===== config.mk =====
export PLATFORM = sky130hd
export DESIGN_NAME = id_ex_stage_register
export DESIGN_NICKNAME = d
export VERILOG_FILES = /design/src/rtl/id_ex_stage_register.sv
export SDC_FILE = /design/constraint.sdc
export NUM_CORES = 1
export LEC_CHECK = 0
export BUFFER_PORTS_ARGS = -buffer_cell sky130_fd_sc_hd__buf_2
export CORE_ASPECT_RATIO = 0.7
export CORE_MARGIN = 2
export CORE_UTILIZATION = 45
export CTS_CLUSTER_SIZE = 28
export DETAILED_ROUTE_END_ITERATION = 12
export PLACE_DENSITY = 0.9
export SYNTH_ARGS = -nofsm -noshare
export SYNTH_HDL_FRONTEND = slang
export SYNTH_SLANG_ARGS = --single-unit

===== constraint.sdc =====
create_clock -name Clk -period 2.53 [get_ports Clk]
set_clock_uncertainty 0.05 [all_clocks]
set_input_delay 0.506 -clock Clk [delete_from_list [all_inputs] [get_ports Clk]]
set_output_delay 0.506 -clock Clk [all_outputs]
set_load 0.05 [all_outputs]

===== src/rtl/id_ex_stage_register.sv =====
// ID/EX pipeline register for the 5-stage MIPS datapath.
// Carries decode operands into EX, detects load-use hazards, inserts bubbles on
// hazard or branch flush, freezes on a global hold and counts inserted bubbles.
module id_ex_stage_register #(
    parameter int unsigned CTRL_W  = 8,
    parameter int unsigned COUNT_W = 16
) (
    input  logic               Clk,
    input  logic               Reset,
    input  logic               ID_Valid,
    input  logic [31:0]        ID_PC,
    input  logic [31:0]        ID_ReadData1,
    input  logic [31:0]        ID_ReadData2,
    input  logic [31:0]        ID_SignExtImm,
    input  logic [4:0]         ID_Rs,
    input  logic [4:0]         ID_Rt,
    input  logic [4:0]         ID_Rd,
    input  logic               ID_UsesRt,
    input  logic               ID_MemRead,
    input  logic               ID_RegWrite,
    input  logic [CTRL_W-1:0]  ID_Ctrl,
    input  logic               Flush,
    input  logic               Hold,
    output logic               EX_Valid,
    output logic [31:0]        EX_PC,
    output logic [31:0]        EX_ReadData1,
    output logic [31:0]        EX_ReadData2,
    output logic [31:0]        EX_SignExtImm,
    output logic [4:0]         EX_Rs,
    output logic [4:0]         EX_Rt,
    output logic [4:0]         EX_Rd,
    output logic               EX_UsesRt,
    output logic               EX_MemRead,
    output logic               EX_RegWrite,
    output logic [CTRL_W-1:0]  EX_Ctrl,
    output logic               Hazard_Stall,
    output logic [COUNT_W-1:0] BubbleCount
);

    logic raw;
    logic bubble;
    logic count_max;

    // Load-use detection: a valid load in EX writes a register the ID instruction reads.
    always_comb begin
        raw = ID_Valid & EX_Valid & EX_MemRead & (EX_Rt != 5'd0) &
              ((EX_Rt == ID_Rs) | (ID_UsesRt & (EX_Rt == ID_Rt)));
        // Forced low during reset so PC/IF-ID see no stall while the pipe is cleared.
        Hazard_Stall = Reset & raw & ~Flush & ~Hold;
        bubble       = Flush | Hazard_Stall;
        count_max    = &BubbleCount;
    end

    // Pipeline register: hold > flush/hazard bubble > normal load.
    always_ff @(posedge Clk or negedge Reset) begin
        if (!Reset) begin
            EX_Valid      <= 1'b0;
            EX_PC         <= '0;
            EX_ReadData1  <= '0;
            EX_ReadData2  <= '0;
            EX_SignExtImm <= '0;
            EX_Rs         <= '0;
            EX_Rt         <= '0;
            EX_Rd         <= '0;
            EX_UsesRt     <= 1'b0;
            EX_MemRead    <= 1'b0;
            EX_RegWrite   <= 1'b0;
            EX_Ctrl       <= '0;
            BubbleCount   <= '0;
        end else if (Hold) begin
            // Freeze everything; a pending flush is re-presented once Hold drops.
        end else if (bubble) begin
            EX_Valid      <= 1'b0;
            EX_PC         <= '0;
            EX_ReadData1  <= '0;
            EX_ReadData2  <= '0;
            EX_SignExtImm <= '0;
            EX_Rs         <= '0;
            EX_Rt         <= '0;
            EX_Rd         <= '0;
            EX_UsesRt     <= 1'b0;
            EX_MemRead    <= 1'b0;
            EX_RegWrite   <= 1'b0;
            EX_Ctrl       <= '0;
            if (!count_max) begin
                BubbleCount <= BubbleCount + COUNT_W'(1);
            end
        end else begin
            EX_Valid      <= ID_Valid;
            EX_PC         <= ID_PC;
            EX_ReadData1  <= ID_ReadData1;
            EX_ReadData2  <= ID_ReadData2;
            EX_SignExtImm <= ID_SignExtImm;
            EX_Rs         <= ID_Rs;
            EX_Rt         <= ID_Rt;
            EX_Rd         <= ID_Rd;
            EX_UsesRt     <= ID_UsesRt;
            EX_MemRead    <= ID_MemRead;
            EX_RegWrite   <= ID_RegWrite;
            EX_Ctrl       <= ID_Ctrl;
        end
    end

endmodule


==> summary.md <==
| Metric | Value |
|---|---|
| Commonest cells in the synthesized netlist | sky130_fd_sc_hd__dfrtp_1 (171), sky130_fd_sc_hd__a22o_1 (155), sky130_fd_sc_hd__clkbuf_1 (20) |
| Asr flop ratio synth | 100% |
| Hold violation count in the final report | 0 |
| Ys Warns | 0 |
| Initial antenna violation count | 1 |
| DR vias | 5127 |
| Multi-input gate area | 1920 um2 |
| Maxcap violations | 0 |
| Max Clock Freq | 410 MHz |
| Cell mode on critical path | sky130_fd_sc_hd__buf_4 |
| Post-synth cell types | 31 |
| Number of buffers on the longest clock path | 2 |
| Area fraction in and, or, nand and nor cells after synthesis | 3.35% |
| Highest-delay cell along the critical path | sky130_fd_sc_hd__dfrtp_2 |
| Adder-cell share of the synthesized area | 0.196% |
| Mean instance size in the synthesized netlist | 14.6 um2 |
| Static leakage | 0.00480 uW |
| Result of the run | finished, final reports clean |
| Synthesized-area fraction occupied by xor and xnor cells | 2.88% |
| Worst rel slew slack | 36.1% |
| Post-synth EDFFs | 0 |
| Number of sinks driven by the clock tree | 171 |
| Die width | 146 um |
| Worst-margin pin slew | 959 ps |
| CP Data Required Time | 2770 ps |
| Design area | 8780 um2 |
| Mux cell area share after synthesis | 0.177% |
| Synth Instances | 436 |
| Compound-gate portion of the synthesized area | 22.7% |
| Number of detailed-routing iterations run before antenna repair | 4 |
| Final net count | 918 |
| Die Height | 104 um |
| Number of cell rows | 36 |
| Flip-flop cell with the highest count after synthesis | sky130_fd_sc_hd__dfrtp_1 |
| Endpoint kind of the worst setup timing path | register |
| Final weighted congestion in routability-driven placement | 0.777 |
| Arrival time of the worst setup path | 2670 ps |
| Layout Area Growth over Synthesis | 37.7% |
| Number of antenna-violating nets in the routed design | 0 |
| #FFs+latches synth | 171 |
| Core footprint | 13900 um2 |
| CP peak stage delay | 450 ps |
| Overflow left after global routing | 0 |
| Cell breakdown of the critical path | xor2_2, nor4_4, a32oi_2, buf_4, buf_4, o31ai_2, and2b_1, mux2_2 |
| First-pass GRT wire length | 27200 um |
| Source-to-sink clock delay at the later pin of the worst-skew pair | 400 ps |
| Post-route minimum period | 2440 ps |
| Area of placed instances | 8140 um2 |
| Critical Path Fanout Max | 5 |
| Final routed wirelength across all metal layers | 16900 um |
| Element type at the critical path start | register |
| Largest cells by area after synthesis | sky130_fd_sc_hd__dfrtp_1 (67%), sky130_fd_sc_hd__a22o_1 (21%), sky130_fd_sc_hd__buf_4 (1.5%), sky130_fd_sc_hd__xnor2_1 (1.5%), sky130_fd_sc_hd__xor2_1 (1.4%) |
| Number of setup violations in the final report | 0 |
| Number of port buffers | 330 |
| Cell chosen for the clock root | sky130_fd_sc_hd__clkbuf_16 |
| Final clock period utilization by the worst path | 96.4% |
| Initial Util | 46.0% |
| Final TNS setup | 0 ps |
| Sequential cell area fraction in the yosys report | 67.1% |
| Overall die area | 15200 um2 |
| Yosys top cell by area | sky130_fd_sc_hd__dfrtp_1 |
| Number of global-route vias before repair | 5179 |
| TritonCTS clock tree | yes |
| Starting DRT DRC Count | 273 |
| All-Layer GR Usage | 22.3% |
| Top-Level Pins | 331 |
| Share of the synthesized area in the top cell type | 67.1% |
| Min Hold Slack | 132 ps |
| Clock-pin slew on the worst setup and hold paths | 70 ps |
| Detail-routed net length per standard cell | 17.6 um |
| Hold/Removal Path Class | in -> async |
| Number of nets produced by synthesis | 596 |
| CTS H-tree depth | 4 |
| Number of fill cells in the layout | 1107 |
| Number of vias per cell | 5.33 |
| Cts hold-fix bufs | 0 |
| Most common cell in the synthesized netlist | sky130_fd_sc_hd__dfrtp_1 |
| Detail Placement HPWL | 11700 um |
| Num CTS Buffers | 17 |
| Maximum vdd ir drop | 0.000424 V |
| Crit Path Class | reg -> reg |
| Power density relative to cell area | 828 nW/um2 |
| Dominant combinational cell family by area after synthesis | compound AO/OA/AOI/OAI gates |
| Path depth of the worst reg2reg path | 8 |
| Mapped Area | 6380 um2 |
| Share of final-layout standard cells stronger than drive strength 1 | 49.4% |
| DRC viols | 0 |
| Register Area | 4280 um2 |
| Max-slew violation count | 0 |
| Pin count of the biggest net entering global routing | 172 |
-- stage by stage --
step | util, % | setup slack, ps | total power [uW] | instances
floorplan | - | 130 | 4370 | 436
global placement | 58.7 | 175 | 4880 | 924
detailed placement | 58.7 | 98.1 | 4920 | 924
CTS | 63.0 | 2.27 | 7320 | 959
global route | 63.3 | -2.58 | 7580 | 962
finish | 63.3 | 91.6 | 7270 | 962
-- state kept, by name, indices dropped and copies added, names as in the netlist --
| register | flops |
|---|---|
| EX_UsesRt | 1 |
| EX_MemRead | 1 |
| EX_Rd | 5 |
| EX_SignExtImm | 32 |
| BubbleCount | 16 |
| EX_PC | 32 |
| EX_ReadData2 | 32 |
| EX_ReadData1 | 32 |
| EX_Rs | 5 |
| EX_Valid | 1 |
| EX_Ctrl | 8 |
| EX_Rt | 5 |
| EX_RegWrite | 1 |
-- cells in the final DEF (no fill, tap or decap), types with 2 or more instances in the layout --
| master | netlist | layout |
|---|---|---|
| sky130_fd_sc_hd__nand4_1 | 8 | 8 |
| sky130_fd_sc_hd__buf_4 | 13 | 8 |
| sky130_fd_sc_hd__nand3_1 | 5 | 5 |
| sky130_fd_sc_hd__clkbuf_1 | 20 | 2 |
| sky130_fd_sc_hd__clkbuf_16 | 0 | 17 |
| sky130_fd_sc_hd__inv_8 | 0 | 2 |
| sky130_fd_sc_hd__xor2_1 | 10 | 9 |
| sky130_fd_sc_hd__a21oi_1 | 3 | 3 |
| sky130_fd_sc_hd__buf_2 | 0 | 327 |
| sky130_fd_sc_hd__buf_12 | 0 | 3 |
| sky130_fd_sc_hd__nor3_1 | 2 | 2 |
| sky130_fd_sc_hd__inv_6 | 0 | 3 |
| sky130_fd_sc_hd__dfrtp_1 | 171 | 169 |
| sky130_fd_sc_hd__and2_1 | 2 | 2 |
| sky130_fd_sc_hd__clkinv_4 | 0 | 4 |
| sky130_fd_sc_hd__buf_6 | 5 | 2 |
| sky130_fd_sc_hd__dfrtp_2 | 0 | 2 |
| sky130_fd_sc_hd__nand2_1 | 2 | 2 |
| sky130_fd_sc_hd__a31oi_1 | 4 | 4 |
| sky130_fd_sc_hd__nor2_1 | 3 | 2 |
| sky130_fd_sc_hd__a22o_1 | 155 | 155 |
| sky130_fd_sc_hd__and3_1 | 6 | 6 |
| sky130_fd_sc_hd__xnor2_1 | 11 | 11 |
| sky130_fd_sc_hd__clkinvlp_4 | 0 | 3 |
-- metal layers --
metal / track usage [%] / vias up / share of wire, %
met4: 7.00 / 0 / 1.0
met5: 0 / - / 0
met1: 29.6 / 2577 / 43
li1: - / 2322 / -
met2: 37.1 / 210 / 51
met3: 4.58 / 18 / 5.8
-- report_power, final --
group / internal (uW) / switching [uW]
Sequential: 2970 / 190
Combinational: 475 / 1260
Clock: 1280 / 1090
-- worst max-delay path, delay by kind of cell, from the launching register on --
family                    cells  cell delay (ps)
AOI/OAI and AO/OA             2              480
muxes                         1              330
buffers and inverters         2              290
xor gates and xnor gates      1              200
DFF                           1              450
and+or+nand+nor               2              510
-- layout make-up --
cell class,count,share of cell area [%]
multi-input combinational,227,21.9
clock inverter,13,1.27
timing repair buffer,341,20.4
tap,190,2.71
clock buffer,19,4.93
antenna,1,0.0285
sequential,171,48.8
-- timing repair --
item | in CTS | in global routing
setup buffers | 3 | 2
pin swaps | 3 | 3
resized for setup | 6 | 5
endpoints found under the setup margin | 1 | 2
-- cell families after synthesis --
kind of cell,Yosys count
adders and majority gates,1
muxes,1
xor gates and xnor gates,21
AOI/OAI and AO/OA,168
DFF,171
buffers and inverters,38
and+or+nand+nor,36
-- path summary, 6_finish.rpt --
| path | startpoint | end | slack, ps |
|---|---|---|---|
| worst max-delay path | EX_Rt[4] | BubbleCount[1] | 90 |
| worst min-delay path | Reset | BubbleCount[9] | 130 |
| worst max register to register | EX_Rt[4] | BubbleCount[1] | 90 |
| worst min register to register | BubbleCount[13] | BubbleCount[13] | 450 |
| max in group asynchronous | Reset | EX_Rt[4] | 1430 |
| min in group Clk | ID_ReadData2[16] | EX_ReadData2[16] | 260 |
(Power assumes the default switching activity.)
